==> src/rtl/piezo_pkg.sv <==
// Shared types and note data for the piezo tone sequencer: FSM state encoding
// and the full-period note table (C2..C3, clocks per full cycle).
package piezo_pkg;

    typedef enum logic [1:0] {
        IDLE      = 2'd0,
        REC       = 2'd1,
        PLAY_NOTE = 2'd2,
        PLAY_GAP  = 2'd3
    } state_t;

    localparam int NOTE_CNT = 8;

    localparam logic [15:0] NOTE_TABLE [NOTE_CNT] = '{
        16'd3830, 16'd3400, 16'd3038, 16'd2864,
        16'd2550, 16'd2272, 16'd2028, 16'd1912
    };

    // Keys beyond the table map to a zero period rather than aliasing onto it.
    function automatic logic [15:0] note_full(input logic [7:0] idx);
        if (idx >= 8'(NOTE_CNT)) begin
            return '0;
        end
        return NOTE_TABLE[idx[2:0]];
    endfunction

endpackage

==> src/rtl/piezo_tone_gen.sv <==
// Square-wave generator: half-period from the note table shifted by octave,
// counter restart on note/octave change, forced low while disabled.
module piezo_tone_gen
    import piezo_pkg::*;
#(
    parameter int CNT_W = 12,
    parameter int KW    = 3
) (
    input  logic          clk,
    input  logic          rst,
    input  logic          en,
    input  logic [KW-1:0] key,
    input  logic [1:0]    octave,
    output logic          piezo
);

    logic [15:0]      full_per;
    logic [CNT_W-1:0] half;
    logic [CNT_W-1:0] cnt;
    logic [KW-1:0]    key_q;
    logic [1:0]       oct_q;
    logic             en_q;

    always_comb begin
        full_per = note_full(8'(key));
        half     = CNT_W'((full_per >> 1) >> octave);
    end

    // A change only counts while the tone was already running; starting from
    // silence simply begins counting from the cleared state.
    always_ff @(posedge clk) begin
        if (!rst) begin
            piezo <= 1'b0;
            cnt   <= '0;
            key_q <= '0;
            oct_q <= '0;
            en_q  <= 1'b0;
        end else begin
            en_q  <= en;
            key_q <= key;
            oct_q <= octave;
            if (!en) begin
                piezo <= 1'b0;
                cnt   <= '0;
            end else if (en_q && ((key != key_q) || (octave != oct_q))) begin
                cnt <= '0;
            end else if (cnt >= half) begin
                piezo <= ~piezo;
                cnt   <= '0;
            end else begin
                cnt <= cnt + 1'b1;
            end
        end
    end

endmodule

==> src/rtl/piezo_tone_seq.sv <==
// Piezo keyboard with record/playback buffer. Define PIEZO_GAP_EN to insert a
// silent PLAY_GAP between played notes; otherwise notes play back to back.
//
//   state     | meaning
//   IDLE      | live keys sound, waiting for rec or play
//   REC       | live keys sound, each new press is stored
//   PLAY_NOTE | stored note at idx sounds for NOTE_TICKS clocks
//   PLAY_GAP  | silence for GAP_TICKS clocks before the next note
module piezo_tone_seq
    import piezo_pkg::*;
#(
    parameter int N_KEYS     = 8,
    parameter int CNT_W      = 12,
    parameter int DEPTH      = 16,
    parameter int NOTE_TICKS = 25_000_000,
    parameter int GAP_TICKS  = 2_500_000
) (
    input  logic                    clk,
    input  logic                    rst,
    input  logic [N_KEYS-1:0]       btn,
    input  logic [1:0]              octave,
    input  logic                    rec,
    input  logic                    play,
    output logic                    piezo,
    output logic                    busy,
    output logic [$clog2(DEPTH):0]  count
);

    localparam int KW    = (N_KEYS > 1) ? $clog2(N_KEYS) : 1;
    localparam int AW    = $clog2(DEPTH);
    localparam int TMR_W = $clog2(((NOTE_TICKS > GAP_TICKS) ? NOTE_TICKS : GAP_TICKS) + 1);

    localparam logic [AW:0]      DEPTH_C   = (AW + 1)'(DEPTH);
    localparam logic [TMR_W-1:0] NOTE_LOAD = TMR_W'(NOTE_TICKS - 1);
`ifdef PIEZO_GAP_EN
    localparam logic [TMR_W-1:0] GAP_LOAD  = TMR_W'(GAP_TICKS - 1);
`endif

    state_t            state, state_nxt;
    logic [TMR_W-1:0]  timer, timer_nxt;
    logic [AW-1:0]     idx, idx_nxt;
    logic [AW:0]       count_nxt;
    logic              wr_en;
    logic              btn_q;
    logic              btn_rise;
    logic              last_note;
    logic [KW-1:0]     live_key;
    logic [KW-1:0]     tone_key;
    logic              tone_en;
    logic [KW-1:0]     note_buf [DEPTH];

    // Descending scan so the lowest set key wins.
    always_comb begin
        live_key = '0;
        for (int i = N_KEYS - 1; i >= 0; i--) begin
            if (btn[i]) begin
                live_key = KW'(i);
            end
        end
    end

    assign btn_rise  = (|btn) && !btn_q;
    assign last_note = ({1'b0, idx} == (count - 1'b1));
    assign busy      = (state == PLAY_NOTE) || (state == PLAY_GAP);

    always_comb begin
        state_nxt = state;
        timer_nxt = timer;
        idx_nxt   = idx;
        count_nxt = count;
        wr_en     = 1'b0;
        case (state)
            IDLE: begin
                if (rec) begin
                    state_nxt = REC;
                    count_nxt = '0;
                end else if (play && (count != '0)) begin
                    state_nxt = PLAY_NOTE;
                    idx_nxt   = '0;
                    timer_nxt = NOTE_LOAD;
                end
            end
            REC: begin
                if (!rec) begin
                    state_nxt = IDLE;
                end else if (btn_rise && (count < DEPTH_C)) begin
                    wr_en     = 1'b1;
                    count_nxt = count + 1'b1;
                end
            end
            PLAY_NOTE: begin
                if (timer != '0) begin
                    timer_nxt = timer - 1'b1;
                end else begin
`ifdef PIEZO_GAP_EN
                    state_nxt = PLAY_GAP;
                    timer_nxt = GAP_LOAD;
`else
                    if (last_note) begin
                        state_nxt = IDLE;
                    end else begin
                        idx_nxt   = idx + 1'b1;
                        timer_nxt = NOTE_LOAD;
                    end
`endif
                end
            end
            PLAY_GAP: begin
                if (timer != '0) begin
                    timer_nxt = timer - 1'b1;
                end else if (last_note) begin
                    state_nxt = IDLE;
                end else begin
                    state_nxt = PLAY_NOTE;
                    idx_nxt   = idx + 1'b1;
                    timer_nxt = NOTE_LOAD;
                end
            end
            default: state_nxt = IDLE;
        endcase
    end

    always_ff @(posedge clk) begin
        if (!rst) begin
            state <= IDLE;
            timer <= '0;
            idx   <= '0;
            count <= '0;
            btn_q <= 1'b0;
        end else begin
            state <= state_nxt;
            timer <= timer_nxt;
            idx   <= idx_nxt;
            count <= count_nxt;
            btn_q <= |btn;
        end
    end

    always_ff @(posedge clk) begin
        if (rst && wr_en) begin
            note_buf[count[AW-1:0]] <= live_key;
        end
    end

    always_comb begin
        tone_en  = 1'b0;
        tone_key = live_key;
        case (state)
            IDLE, REC: begin
                tone_en  = |btn;
                tone_key = live_key;
            end
            PLAY_NOTE: begin
                tone_en  = 1'b1;
                tone_key = note_buf[idx];
            end
            default: begin
                tone_en  = 1'b0;
                tone_key = live_key;
            end
        endcase
    end

    piezo_tone_gen #(
        .CNT_W (CNT_W),
        .KW    (KW)
    ) u_tone (
        .clk    (clk),
        .rst    (rst),
        .en     (tone_en),
        .key    (tone_key),
        .octave (octave),
        .piezo  (piezo)
    );

endmodule
==> config.mk <==
export PLATFORM = sky130hd
export DESIGN_NAME = piezo_tone_seq
export DESIGN_NICKNAME = d
export VERILOG_FILES = /design/src/rtl/piezo_pkg.sv /design/src/rtl/piezo_tone_gen.sv /design/src/rtl/piezo_tone_seq.sv
export SDC_FILE = /design/constraint.sdc
export NUM_CORES = 1
export LEC_CHECK = 0
export BUFFER_PORTS_ARGS = -buffer_cell sky130_fd_sc_hd__buf_2
export CAP_MARGIN = 25
export CORE_AREA = 5 5 125 151
export CTS_CLUSTER_SIZE = 20
export DETAILED_ROUTE_END_ITERATION = 8
export DIE_AREA = 0 0 130 156
export RECOVER_POWER = 100
export SYNTH_ARGS = -nofsm -noshare
export SYNTH_HDL_FRONTEND = slang
export SYNTH_SLANG_ARGS = --single-unit
==> constraint.sdc <==
create_clock -name clk -period 14.1 [get_ports clk]
set_input_delay 1.41 -clock clk [delete_from_list [all_inputs] [get_ports clk]]
set_output_delay 1.41 -clock clk [all_outputs]
set_load 0.01 [all_outputs]
; Yosys cells after proc, flatten, opt, wreduce, memory -nomap -nowiden
; Memories as Yosys holds them, arrays and structs flattened. A register that Yosys moved wholly into a read port is not among the register bits.
; Index checks and enable logic that the tools add are counted.
; Widths: inputs -> output; s select.
[totals]
output_inout_bits = 7
memories = 2
reg_bits = 56
ramBits = 48
input_bits = 14
romBits = 128
wordCells = 109
[classes]
n_reduce_logical = 23
n_mux = 41
bitwise = 5
addsub = 5
order_cmp = 3
n_shift = 1
eq_ne = 19
[mem_list]
columns = memory, depth, width, rd, rd_clocked_by_memory_dff, wr, line_no
row1 = (name not given), 8, 16, 1, 0, 0, piezo_pkg.sv:24  ; return NOTE_TABLE[idx[2:0]];
row2 = note_buf, 16, 3, 1, 1, 1, piezo_tone_seq.sv:50  ; logic [KW-1:0] note_buf [DEPTH];
[ops]
columns = op, count
row1 = $mux 25, 4
row2 = $pmux 25 s2, 1
row3 = $mux 16, 2
row4 = $mux 3, 9
row5 = $reduce_bool 25->1, 1
row6 = $sub 25x1->25 const B, 1
row7 = $mux 4, 6
row8 = $ne 2x2->1 const B, 11
row9 = $mux 5, 3
row10 = $shr 15x2->12, 1
row11 = $mux 2, 7
row12 = $add 12x1->12 const B, 1
row13 = $ge 12x12->1, 1
row14 = $pmux 5 s2, 1
row15 = $reduce_and 5->1, 2
row16 = $pmux 2 s4, 1
row17 = $pmux 4 s2, 1
row18 = $reduce_and 4->1, 2
row19 = $reduce_or 8->1, 1
row20 = $add 5x1->5 const B, 1
row21 = $eq 4x5->1, 1
row22 = $logic_and 1x1->1, 5
row23 = $lt 5x5->1 const B, 1
row24 = $mux 1, 5
row25 = 20 further kinds, 28

; Longest topological paths before layout
; Gate-level depths: netlist (run 1).
[depth]
word_depth = 16
mapped_depth = 22
depth_no_buf = 19

; Modules after synthesis
; A second synthesis (run 1) with hierarchy kept.
[hier_totals]
hier_cells = 532
area_unflattened_um2 = 5694.2
[modules_own_cells]
columns = mod, instances, area_each_um2, cells_per_inst
row1 = piezo_tone_seq, 1, 4201.5, 361
row2 = piezo_tone_gen, 1, 1492.7, 171

; Worst setup path after synthesis (run 1)
; Ideal clock, no wire load.
[synth_path]
kind = in2reg
startpoint = input port btn[3]
endpoint = register u_tone.cnt[10]
arrival_time_ns = 5.695
cell_stages = 15
required_ns = 14.011
setup_ns = 0.089
setup_slack_ns = 8.316
path_cell_list = nor4_1 > nor2b_1 > nor2_1 > nor2_1 > buf_2 > ha_1 > mux4_2 > ha_1 > o21ai_1 > a21oi_1 > o31a_1 > a2111o_1 > or2_2 > clkbuf_1 > nor4_2
[synth_between]
elab_chain_cells = 12
[synth_lines]
columns = element, line_no
row1 = from (decl), piezo_tone_seq.sv:20  ; input logic [N_KEYS-1:0] btn,
row2 = $mux 3 * (4 in series), piezo_tone_seq.sv:56  ; if (btn[i]) begin
row3 = net live_key[2], piezo_tone_seq.sv:47  ; logic [KW-1:0] live_key;
row4 = $mux 3 *, piezo_tone_seq.sv:148  ; case (state)
row5 = net tone_key[2], piezo_tone_seq.sv:48  ; logic [KW-1:0] tone_key;
row6 = $not 3->4 (not written as such), piezo_pkg.sv:24
row7 = $mem_v2 8x16, -
row8 = $mux 16 (not written as such) (2 in series), piezo_pkg.sv:24
row9 = $shr 15x2->12, piezo_tone_gen.sv:26  ; half = CNT_W'((full_per >> 1) >> octave);
row10 = $ge 12x12->1, piezo_tone_gen.sv:47  ; end else if (cnt >= half) begin
row11 = $reduce_or 4->1 (no line) *, -
row12 = to (signal assigned), piezo_tone_gen.sv:51  ; cnt <= cnt + 1'b1;
row13 = to (decl), piezo_tone_gen.sv:19  ; logic [CNT_W-1:0] cnt;
; Mark *: on every way through the listed nets, which the timed path passes. The rest lies on a longest branch. The select of a mux whose other input is x is not followed.
; A chain may end at the register's enable or synchronous reset.

; Worst setup path after layout (run 1)
[layout_path]
startpoint = input port btn[3]
endpoint = register u_tone.piezo
[layout_between]
elab_chain_cells = 12
[layout_lines]
columns = element, line_no
row1 = $mux 3 * (4 in series), piezo_tone_seq.sv:56
row2 = net live_key[2], piezo_tone_seq.sv:47
row3 = $mux 3 *, piezo_tone_seq.sv:148
row4 = $not 3->4 (not written as such), piezo_pkg.sv:24
row5 = $mem_v2 8x16, -
row6 = $mux 16 (not written as such) (2 in series), piezo_pkg.sv:24
row7 = $shr 15x2->12, piezo_tone_gen.sv:26
row8 = $ge 12x12->1, piezo_tone_gen.sv:47
row9 = $reduce_and 2->1 (no line) *, -
row10 = to (signal assigned), piezo_tone_gen.sv:48  ; piezo <= ~piezo;
row11 = to (decl), piezo_tone_gen.sv:14  ; output logic piezo
; Marked as above.

==> impl_summary.txt, run 1 <==
----------------------------------------------------
[Timing]
  Maximum frequency from static timing analysis ... ~170 MHz
  Slew Limit Headroom ... between 10% and 20%
  Setup skew after layout ... between 0.007 and 0.008 ns
  Total count of max-transition violations in the final report ... 0
  RSZ-0062 raised after global routing ... no
  Final min period ... 5.78 ns
  Final cycle utilization of the critical path ... 41.0%
  Final Setup Violations ... 0
  Final hold violation count ... 0
  Setup TNS ... 0 ns
  Slew at the pin closest to its max-slew limit ... between 1 and 1.5 ns

[Critical path]
  Worst path slowest cell ... or2_0
  Critical path arrival ... 6.01 ns
  Crit start category ... input port
  Category of the worst setup path capture point ... register
  Critical path's largest stage delay ... 0.70 ns
  Worst Path Max Fanout ... 16
  Cells along the critical path ... clkbuf_1 -> nor4_1 -> nor2b_1 -> nor2_1 -> nor2_1 -> clkbuf_1 -> mux2_2 -> mux4_2 -> ha_1 -> o21ai_1 -> a21oi_1 -> o31a_1 -> a2111o_1 -> or2_0 -> o221a_1 -> o211ai_1
  Category of the critical setup timing path ... input port to register
  Crit path required time ... approximately 14 ns

[Drt]
  Post-DR vias/cell ... 5.43
  Residual DRC ... 0
  DRT antenna net count ... 0
  Routed WL per cell ... 16.2 um
  Total number of vias ... 4377
  DRC violation total after the first TritonRoute iteration ... 223
  First-pass DRT Iterations ... 8
  Final Routed Wirelength ... roughly 13 mm

[Clocking]
  Cts hold-fix bufs ... 0
  Number of buffers inserted to repair setup after CTS ... 0
  Clock network latency to the later pin of the worst-skew pair ... 0.36 ns
  Clock Sinks ... around 110
  H-tree levels ... 3
  Maximum number of buffers from clock root to sink ... 2
  Cts bufs inserted ... 9
  Number of gates given a new drive strength after cts ... 0
  Root buffer selected by CTS ... clkbuf_16
  Clock Pin Slew Worst Setup and Hold Paths ... around 0.080 ns
  CTS tree ... done

[Power and ir drop]
  P per Cell Area ... 103 mW/mm2
  Static leakage power ... 2.28 nW
  Max VDD drop ... 54.8 uV
  Overall Power ... 664 uW

[Global routing]
  Wire length of the first global-routing pass ... 21.5 mm
  Via count of the first global-routing pass ... ~4400
  Global-route usage over all layers ... 13.2%
  Pin count of the biggest net entering global routing ... 34
  Initial antenna violation count ... 0
  Leftover overflow at the end of global routing ... 0

[Yosys]
  EDFF count, synth ... 48
  Share of the yosys chip area belonging to registers ... 44.7%
  Average instance area after synthesis ... 10.3 um2
  Post-Synthesis Net Count ... 613
  Total of flip-flops plus latches after synthesis ... 108
  Top FF cell, synth ... dfxtp_1
  Syn Std Cell Area ... roughly 0.0059 mm2
  Post-synthesis cell type count ... 73
  Post-Synthesis Cells ... ~570
  Async SR Flop Fraction ... 0%
  Number of warnings printed during yosys synthesis ... 0

[Floorplan]
  Total I/O pin count ... 21
  Row count ... 53
  Floorplan die area ... 0.0203 mm2
  Effective utilization at floorplan ... about 34%
  Die height ... 156 um
  Die outline width ... around 130 um
  Core box area ... between 0.015 and 0.02 mm2

[Cells and area]
  Commonest cells after routing, fill and taps aside ... 61 x nor2_1, 60 x dfxtp_1, 48 x edfxtp_1
  Leading cell type in the layout, fill and taps excluded ... nor2_1
  Antenna fix cells ... 0
  Layout Area Growth over Synthesis ... 8.76%
  Share of layout cells above drive strength 1 ... under 10%
  Number of standard cells in the layout, taps in and fillers out ... 806
  Fillcell total ... 1725
  Final net count ... 622

[Run status]
  Run status ... completed

[Worst hold path]
  Type of the worst min-delay path ... register to register

[Job]
  Number of max-cap violations ... 0

[Placed design]
  DP HPWL ... 9.45 mm
  Dpl cells ... 789
  Count of buffers inserted at the top-level ports ... 20
  Routability cong. ... 0.859

----------------------------------------------------
final cells by class:
cell class,instances,area [um2],share of cell area (%)
timing repair buffer,24,104,1.61
tap,220,275,4.28
inverter,17,63.8,0.992
sequential,108,2640,41.1
clock buffer,10,239,3.72
clock inverter,6,51.3,0.798
multi-input combinational,421,3060,47.5
worst max-delay path: cells and delay by family:
kind,cells,cell delay (ns)
AND/OR/NAND/NOR,5,1.78
AO/OA/AOI/OAI,6,0.94
multiplexers,2,0.91
buffers and inverters,2,0.68
adder cells (fa/ha/maj),1,0.29
final timing paths:
check / start / to / slack [ns] / cells past startpoint
max: btn[3] / u_tone.piezo / 8.32 / 16
min: timer[10] / timer[10] / 0.53 / 2
max reg2reg: register / u_tone.piezo / 8.54 / 16
min reg2reg: timer[10] / timer[10] / 0.53 / 2
through the flow:
stage          hold WS (ns)  setup WS [ns]  utilization, %  cell area [um2]
2_1_floorplan         0.477           8.32               -             5910
6_report              0.528           8.32            37.3             6430
4_1_cts               0.536           8.42            37.6             6470
3_3_place_gp          0.495           7.42            35.8             6180
3_5_place_dp          0.516           8.08            35.9             6180
5_1_grt               0.563           7.95            37.3             6430
cells in the mapped netlist, types with 9 or more instances:
library cell  count  area (um2)
a21boi_1         13        97.6
a21oi_1          14        70.1
and2_1           13        81.3
clkbuf_1         17        63.8
dfxtp_1          60        1200
edfxtp_1         48        1440
ha_1             27         338
inv_1            14        52.6
mux4_2           12         270
nand2_1          42         158
nand2b_1          9        56.3
nand3_1          20         100
nor2_1           61         229
nor3_1           19        95.1
nor4_1           17         106
nor4_2            9         113
o21ai_0           9        45.0
xnor2_1          31         272
xor2_1           10        87.6
sequential cells by signal (all words and copies together) (netlist names), named ones only:
signal	cells
u_tone.cnt	12
idx	4
u_tone.en_q	1
state	2
note_buf	48
u_tone.oct_q	2
btn_q	1
timer	25
u_tone.key_q	3
u_tone.piezo	1
count	5
routing by layer:
layer  part of all wire, %  track usage, %
met1                    44            16.4
met4                   1.4            4.11
met5                     0               0
met3                   3.5            2.67
met2                    51            23.1
cells by family after synthesis:
| kind of cell | after synthesis | share of synthesized area [%] |
|---|---|---|
| xor gates and xnor gates | 41 | 6.07 |
| AOI/OAI and AO/OA | 94 | 12.1 |
| buffers and inverters | 43 | 3.22 |
| and+or+nand+nor | 233 | 21.2 |
| adders and majority gates | 27 | 5.71 |
| muxes | 26 | 7.07 |
| DFF | 108 | 44.7 |
where the power goes:
| group | internal (mW) | switching, mW | total [mW] |
|---|---|---|---|
| clock network | 0.128 | 0.123 | 0.252 |
| registers | 0.332 | 0.00546 | 0.337 |
| logic | 0.0309 | 0.0446 | 0.0754 |
| total | 0.491 | 0.173 | 0.664 |
(Power assumes the default switching activity.)
==> inputs of run 2 (changes only) <==
--- a/config.mk
+++ b/config.mk
@@ -5,12 +5,13 @@
 export SDC_FILE = /design/constraint.sdc
 export NUM_CORES = 1
 export LEC_CHECK = 0
+export ABC_AREA = 1
 export BUFFER_PORTS_ARGS = -buffer_cell sky130_fd_sc_hd__buf_2
 export CAP_MARGIN = 25
-export CORE_AREA = 5 5 125 151
+export CORE_AREA = 5 5 126 152
 export CTS_CLUSTER_SIZE = 20
 export DETAILED_ROUTE_END_ITERATION = 8
-export DIE_AREA = 0 0 130 156
+export DIE_AREA = 0 0 131 157
 export RECOVER_POWER = 100
 export SYNTH_ARGS = -nofsm -noshare
 export SYNTH_HDL_FRONTEND = slang
==> constraint.sdc (replaced) <==
create_clock -name clk -period 6.06 [get_ports clk]
set_input_delay 0.606 -clock clk [delete_from_list [all_inputs] [get_ports clk]]
set_output_delay 0.606 -clock clk [all_outputs]
set_load 0.01 [all_outputs]
==> run 2 against run 1 <==
Against the previous run: sequential power up 140%; via count up 11%; synthesized cell count up 37%; global-route usage up 0.41 points; setup slack worse by 6.9 ns; clock-buffer cell count unchanged; flip-flop and latch count unchanged; total power rose to 2.7 times the previous value; clock skew up 0.0020 ns; register-to-register slack worse by 7.1 ns; non-clock buffer count down 2; die area up 1.4%; critical endpoint is now u_tone.cnt[0].
==> impl_summary.txt, run 2 <==
----------------------------------------------------
[Yosys]
  Most frequent cells after synthesis ... 180 x nand2_1, 97 x inv_1, 91 x nor2_1, 76 x nand3_1, 60 x dfxtp_1
  Portion of synthesized cell area occupied by the leading cell type ... 23.9% (-0.49 points)
  EDFF count, synth ... 48 (unchanged)
  Number of warnings printed during yosys synthesis ... 0 (unchanged)
  Total of flip-flops plus latches after synthesis ... 108 (unchanged)
  Most common cell in the synthesized netlist ... nand2_1
  Leading cell types by total area after synthesis ... edfxtp_1 24%, dfxtp_1 20%, nand2_1 11%
  Post-synthesis cell type count ... 43 (-41%)
  Post-Synthesis Net Count ... 825 (+35%)
  Top cell type by total area after synthesis ... edfxtp_1
  Syn Std Cell Area ... 0.00603 mm2 (+2.1%)
  Share of the yosys chip area belonging to registers ... 43.8% (-0.90 points)
  Post-Synthesis Cells ... 784 (+37%)
  Async SR Flop Fraction ... 0% (unchanged)
  Top FF cell, synth ... dfxtp_1
  Average instance area after synthesis ... 7.70 um2 (-26%)

[Critical path]
  Critical path's largest stage delay ... 0.87 ns (+0.17 ns)
  Crit start category ... register
  Crit path max-delay family ... simple AND/OR/NAND/NOR gates
  Worst path slowest cell ... dfxtp_1
  Category of the worst setup path capture point ... register
  CP bufs+invs ... 3 (+1)
  Top cell by count, worst path ... nand2_1
  Critical path arrival ... 4.91 ns (-1.10 ns)
  Category of the critical setup timing path ... register to register
  Worst Path Max Fanout ... 25 (+9)
  Crit path required time ... 6.34 ns (-7.99 ns)

[Clocking]
  CTS tree ... done
  Clock network latency to the later pin of the worst-skew pair ... 0.36 ns (about the same)
  Maximum number of buffers from clock root to sink ... 2 (unchanged)
  Clock Sinks ... 108 (unchanged)
  Root buffer selected by CTS ... clkbuf_16
  Number of buffers inserted to repair setup after CTS ... 0 (unchanged)
  Clock Pin Slew Worst Setup and Hold Paths ... 0.07 ns (about the same)
  Cts bufs inserted ... 9 (unchanged)
  H-tree levels ... 3 (unchanged)
  Number of gates given a new drive strength after cts ... 0 (unchanged)
  Cts hold-fix bufs ... 0 (unchanged)

[Cells and area]
  Multi-input combinational cell area ... 0.00279 mm2 (-8.7%)
  Share of layout cells above drive strength 1 ... 6.62% (-2.6 points)
  Leading cell type in the layout, fill and taps excluded ... nand2_1
  Fillcell total ... 1858 (+7.7%)
  Layout Area Growth over Synthesis ... 7.98%
  Commonest cells after routing, fill and taps aside ... 183 x nand2_1, 97 x inv_1, 91 x nor2_1
  Final net count ... 837 (+35%)
  Sequential standard cell area ... 0.00264 mm2 (unchanged)
  Number of standard cells in the layout, taps in and fillers out ... 1021 (+27%)
  Antenna fix cells ... 0 (unchanged)
  Flip-flop count of the largest register, all copies and words added ... 48 (unchanged)

[Drt]
  Met1 WL ... 6.10 mm (+6.9%)
  First-pass DRT Iterations ... 5 (-3)
  Post-DR vias/cell ... 4.77 (-12%)
  DRC violation total after the first TritonRoute iteration ... 308 (+38%)
  Residual DRC ... 0 (unchanged)
  Top routing layer in use ... met4
  DRT antenna net count ... 0 (unchanged)
  Final Routed Wirelength ... 13.4 mm (+2.3%)
  Routed WL per cell ... 13.1 um (-19%)
  Routed met3 length ... 283 um (-39%)
  Total number of vias ... 4866 (+11%)
  Met2 WL ... 6.61 mm (-1.5%)

[Worst hold path]
  Type of the worst min-delay path ... register to register

[Timing]
  Slew at the pin closest to its max-slew limit ... 1.45 ns (+0.182 ns)
  Maximum frequency from static timing analysis ... 216 MHz
  Final min period ... 4.63 ns
  Final hold violation count ... 0 (unchanged)
  Setup TNS ... 0 ns (unchanged)
  Final Setup Violations ... 0 (unchanged)
  RSZ-0062 raised after global routing ... no
  Setup skew after layout ... 0.00975 ns (+0.00201 ns)
  Final cycle utilization of the critical path ... 76.5%
  Total count of max-transition violations in the final report ... 0 (unchanged)
  Slew Limit Headroom ... 2.36% (-13 points)

[Global routing]
  Initial antenna violation count ... 0 (unchanged)
  Pin count of the biggest net entering global routing ... 27 (-21%)
  Wire length of the first global-routing pass ... 22.2 mm (+3.3%)
  Global-route usage over all layers ... 13.7% (+0.41 points)
  Via count of the first global-routing pass ... 4602 (+5.7%)
  Leftover overflow at the end of global routing ... 0 (unchanged)

[Floorplan]
  Die height ... 157 um (+0.64%)
  Core box area ... 0.0174 mm2 (+0.77%)
  Total I/O pin count ... 21 (unchanged)
  Row count ... 53 (unchanged)
  Floorplan die area ... 0.0206 mm2 (+1.4%)
  Die outline width ... 131 um (+0.77%)
  Effective utilization at floorplan ... 34.7% (+0.44 points)

[Placed design]
  Routability cong. ... 0.861 (+0.17%)
  DP HPWL ... 10.1 mm (+6.4%)
  Count of buffers inserted at the top-level ports ... 20 (unchanged)
  Dpl cells ... 1005 (+27%)

[Power and ir drop]
  P per Cell Area ... 273 mW/mm2 (+160%)
  Max VDD drop ... 147 uV (+170%)
  Static leakage power ... 2.76 nW (+21%)

[Job]
  Number of max-cap violations ... 0 (unchanged)

[Run status]
  Run status ... completed

----------------------------------------------------
[run 2: stage by stage]
| stage | util, % | setup WS [ns] | hold slack (ns) | power (mW) | area, um2 |
|---|---|---|---|---|---|
| final | 37.5 | 1.43 | 0.473 | 1.78 | 6520 |
| after global routing | 37.5 | 0.773 | 0.526 | 1.89 | 6520 |
| after CTS | 37.9 | 1.55 | 0.476 | 1.81 | 6590 |
| after detailed placement | 36.2 | 1.57 | 0.460 | 1.21 | 6290 |
| after global placement | 36.2 | 1.72 | 0.447 | 1.21 | 6290 |
| after floorplan | - | 2.63 | 0.430 | 1.13 | 6030 |
[run 2: per-layer routing]
layer / vias to the layer above / track usage, %
li1: 2580 / -
met1: 2210 / 17.0
met2: 50 / 23.1
met3: 26 / 2.17
met4: 0 / 6.22
met5: - / 0
[run 2: final cells by class]
class                           count  share of cell area [%]
Sequential cell                   108                    40.6
Clock buffer                       10                    3.67
Inverter                          108                    6.26
Timing Repair Buffer               22                    1.52
Tap cell                          220                    4.22
Clock inverter                      6                   0.979
Multi-Input combinational cell    547                    42.8
[run 2: final timing paths]
path                   end  cells past startpoint          start  slack [ns]
max          u_tone.cnt[0]                     26       register        1.43
min          u_tone.cnt[0]                      1  u_tone.cnt[0]        0.47
max reg2reg  u_tone.cnt[0]                     26       register        1.43
min reg2reg  u_tone.cnt[0]                      1  u_tone.cnt[0]        0.47
[run 2: cell families after synthesis]
group	synth area share [%]
AND/OR/NAND/NOR	29.1
buffers and inverters	9.04
flip-flops	43.8
AO/OA/AOI/OAI	9.39
adder cells (fa/ha/maj)	5.60
XOR/XNOR	2.90
multiplexers	0.166
[run 2: where the power goes]
part	switching, mW	leakage, nW	internal [mW]	total [mW]
Clock	0.268	0.144	0.331	0.599
Sequential	0.0279	0.935	0.785	0.813
Combinational	0.244	1.68	0.123	0.366
Total	0.540	2.76	1.24	1.78
[run 2: worst reg2reg max path, cell delays in order (launching register included)]
cell	delay, ns
dfxtp_1	0.87
inv_4	0.25
nand2_1	0.13
nand2_1	0.05
nand2_1	0.05
nand3_1	0.07
nand3_1	0.10
nand3_1	0.15
nand2_1	0.22
inv_1	0.14
ha_1	0.32
inv_1	0.05
o21ai_0	0.22
o21ai_0	0.14
o21a_1	0.21
ha_1	0.26
o21ai_0	0.15
a21boi_0	0.09
o21ai_0	0.14
nand2_1	0.08
nand2_1	0.06
nand2_1	0.04
nand2_1	0.06
nand2_1	0.05
nand2_1	0.07
nand4_1	0.40
nor2_1	0.21
==> inputs of run 3 (changes only) <==
==> constraint.sdc (replaced) <==
create_clock -name clk -period 4.5 [get_ports clk]
set_input_delay 0.45 -clock clk [delete_from_list [all_inputs] [get_ports clk]]
set_output_delay 0.45 -clock clk [all_outputs]
set_load 0.01 [all_outputs]
==> run 3 against run 2 <==
Against the previous run: largest power group unchanged; the run now ends with capacitance limit, slew limit left; die area stayed put; clock skew is 0.0022 ns higher; setup slack worse by 0.80 ns; cell count is 0.20% higher; via count is 0.31% higher; sequential share of layout area is 0.28 points lower; worst hold slack worse by 0.060 ns; utilization is 0.26 points higher; non-clock buffer count is 2 higher; register-to-register slack worse by 0.80 ns.
==> impl_summary.txt, run 3 (synthesis gave the netlist of run 2 again) <==
----------------------------------------------------
[Run status]
  Run status ... finished, violations left
  Violated checks ... capacitance limit, slew limit

[Placed design]
  Count of buffers inserted at the top-level ports ... 20 (unchanged)
  DP HPWL ... 10.0 mm (-0.53%)
  Dpl cells ... 1007 (+0.20%)
  Routability cong. ... 0.838 (-2.6%)

[Cells and area]
  Share of layout cells above drive strength 1 ... 7.22% (+0.61 points)
  Flip-flop count of the largest register, all copies and words added ... 48 (unchanged)
  Layout Area Growth over Synthesis ... 8.73%
  Final net count ... 839 (+0.24%)
  Leading cell type in the layout, fill and taps excluded ... nand2_1
  Number of standard cells in the layout, taps in and fillers out ... 1023 (+0.20%)
  Commonest cells after routing, fill and taps aside ... 182 x nand2_1, 97 x inv_1, 91 x nor2_1
  Antenna fix cells ... 0 (unchanged)

[Timing]
  Setup TNS ... 0 ns (unchanged)
  Total count of max-transition violations in the final report ... 14 (+14)
  Slew Limit Headroom ... -16.6% (-19 points)
  Maximum frequency from static timing analysis ... 258 MHz (+20%)
  Final cycle utilization of the critical path ... 86.1% (+9.6 points)
  Final hold violation count ... 0 (unchanged)
  Final min period ... 3.87 ns (-0.760 ns)
  Final Setup Violations ... 0 (unchanged)
  Slew at the pin closest to its max-slew limit ... 1.73 ns (+0.282 ns)
  Setup skew after layout ... 0.0120 ns (+0.00224 ns)
  RSZ-0062 raised after global routing ... no

[Drt]
  DRC violation total after the first TritonRoute iteration ... 287 (-6.8%)
  Routed WL per cell ... 13.1 um (+0.10%)
  Post-DR vias/cell ... 4.77 (+0.11%)
  Residual DRC ... 0 (unchanged)
  DRT antenna net count ... 0 (unchanged)
  Final Routed Wirelength ... 13.4 mm (+0.30%)
  Total number of vias ... 4881 (+0.31%)
  First-pass DRT Iterations ... 4 (-1)

[Worst hold path]
  Startpoint of the most critical hold path ... rst
  Hold path depth ... 3 (+2)
  Type of the worst min-delay path ... input port to register
  WHS Endpoint ... u_tone.oct_q[0]

[Power and ir drop]
  Static leakage power ... 2.77 nW (+0.35%)
  Sequential cell fraction of total power ... 45.5% (-0.2 points)
  Switching Fraction ... 30.7% (+0.37 points)
  Internal Power ... 1.66 mW (+34%)
  Logic pwr share ... 21.5% (+0.9 points)
  Fraction of power consumed by the clock network ... 32.9% (-0.8 points)
  Max VDD drop ... 190 uV (+30%)
  P per Cell Area ... 365 mW/mm2 (+34%)
  Net switching power ... 736 uW (+36%)

[Clocking]
  Maximum number of buffers from clock root to sink ... 2 (unchanged)
  Clock Sinks ... 108 (unchanged)
  Clock Pin Slew Worst Setup and Hold Paths ... 0.07 ns (about the same)
  Cts hold-fix bufs ... 0 (unchanged)
  Cts bufs inserted ... 9 (unchanged)
  H-tree levels ... 3 (unchanged)
  CTS tree ... done
  Clock network latency to the later pin of the worst-skew pair ... 0.36 ns (about the same)
  Root buffer selected by CTS ... clkbuf_16

[Critical path]
  Crit path required time ... 4.79 ns (-1.55 ns)
  Setup slack, reg-to-reg ... 0.63 ns (-0.80 ns)
  CP bufs+invs ... 3 (unchanged)
  Crit start category ... register
  Destination of the worst register-to-register timing path ... u_tone.cnt[6]
  Worst Path Max Fanout ... 17 (-32%)
  Crit path max-delay family ... simple AND/OR/NAND/NOR gates
  Top cell by count, worst path ... nand2_1
  Worst path slowest cell ... dfxtp_1
  Critical path's largest stage delay ... 0.50 ns (-0.37 ns)
  Category of the critical setup timing path ... register to register
  Count of cells along the worst register-to-register path ... 25 (-3.8%)
  Critical path arrival ... 4.16 ns (-0.75 ns)
  Category of the worst setup path capture point ... register

[Job]
  Number of max-cap violations ... 1 (+1)

[Global routing]
  Pin count of the biggest net entering global routing ... 27 (unchanged)
  Via count of the first global-routing pass ... 4773 (+3.7%)
  Initial antenna violation count ... 0 (unchanged)
  Wire length of the first global-routing pass ... 22.8 mm (+2.6%)
  Leftover overflow at the end of global routing ... 0 (unchanged)
  Global-route usage over all layers ... 13.8% (+0.17 points)

[Floorplan]
  Row count ... 53 (unchanged)
  Floorplan die area ... 0.0206 mm2 (unchanged)
  Die height ... 157 um (unchanged)
  Total I/O pin count ... 21 (unchanged)
  Core box area ... 0.0174 mm2 (unchanged)
  Effective utilization at floorplan ... 34.7% (unchanged)
  Die outline width ... 131 um (unchanged)

----------------------------------------------------
## run 3: worst max-delay path by stage
stage,to,slack (ns),cells after the start,from
floorplan,u_tone.cnt[0],1.14,28,register
global placement,u_tone.cnt[0],0.57,25,register
CTS,u_tone.cnt[6],0.46,24,state[1]
finish,u_tone.cnt[6],0.63,25,register
detailed placement,u_tone.cnt[6],0.48,25,register
global route,u_tone.cnt[2],0.03,25,register
## run 3: power groups by stage
stage | combinational [mW] | clock (mW) | sequential (mW)
2_1_floorplan | 0.424 | 0 | 1.10
6_report | 0.516 | 0.789 | 1.09
3_5_place_dp | 0.520 | 0 | 1.11
4_1_cts | 0.524 | 0.809 | 1.09
5_1_grt | 0.595 | 0.851 | 1.10
3_3_place_gp | 0.520 | 0 | 1.11
## run 3: final cells by class
cell class                      count  area, um2
Fill cell                        1851      10800
Multi-Input combinational cell    547       2830
Sequential cell                   108       2640
Inverter                          108        408
Tap cell                          220        275
Clock buffer                       10        229
Timing Repair Buffer               24        115
Clock inverter                      6       65.1
## run 3: through the flow
stage	power [mW]	util, %	instance area [um2]	hold slack [ns]	setup WS, ns
final	2.40	37.8	6560	0.413	0.625
after global routing	2.54	37.8	6560	0.412	0.0257
after CTS	2.42	38.0	6600	0.380	0.462
after detailed placement	1.63	36.3	6300	0.455	0.477
after global placement	1.63	36.3	6300	0.449	0.571
after floorplan	1.53	-	6030	0.430	1.14
## run 3: metal layers
layer  share of wire [%]  vias to the layer above  global-route usage, %
met5                   0                        -                      0
met4                 2.0                        0                   5.68
met3                 2.7                       17                   2.00
met2                  49                       62                   22.7
met1                  46                     2210                   18.1
li1                    -                     2592                      -
## run 3: repair_timing
item | CTS | global route
gates resized for setup | 0 | 1
buffers inserted | 0 | 0
setup endpoints to repair | 0 | 12
## run 3: worst register-to-register path, stage by stage (launching register included)
cell,delay (ns)
dfxtp_1,0.50
buf_4,0.28
nand2_1,0.08
nand3_1,0.07
nand3_1,0.07
nand3_1,0.11
nand3_1,0.13
nand2_1,0.21
inv_1,0.14
ha_1,0.32
inv_1,0.05
o21ai_0,0.21
o21ai_1,0.10
o21a_1,0.18
ha_1,0.26
o21ai_0,0.14
a21boi_0,0.10
o21ai_0,0.15
nand2_1,0.07
nand2_1,0.06
nand2_1,0.05
nand2_1,0.06
nand2_1,0.04
nand2_1,0.11
nand4_4,0.20
nor2_1,0.14
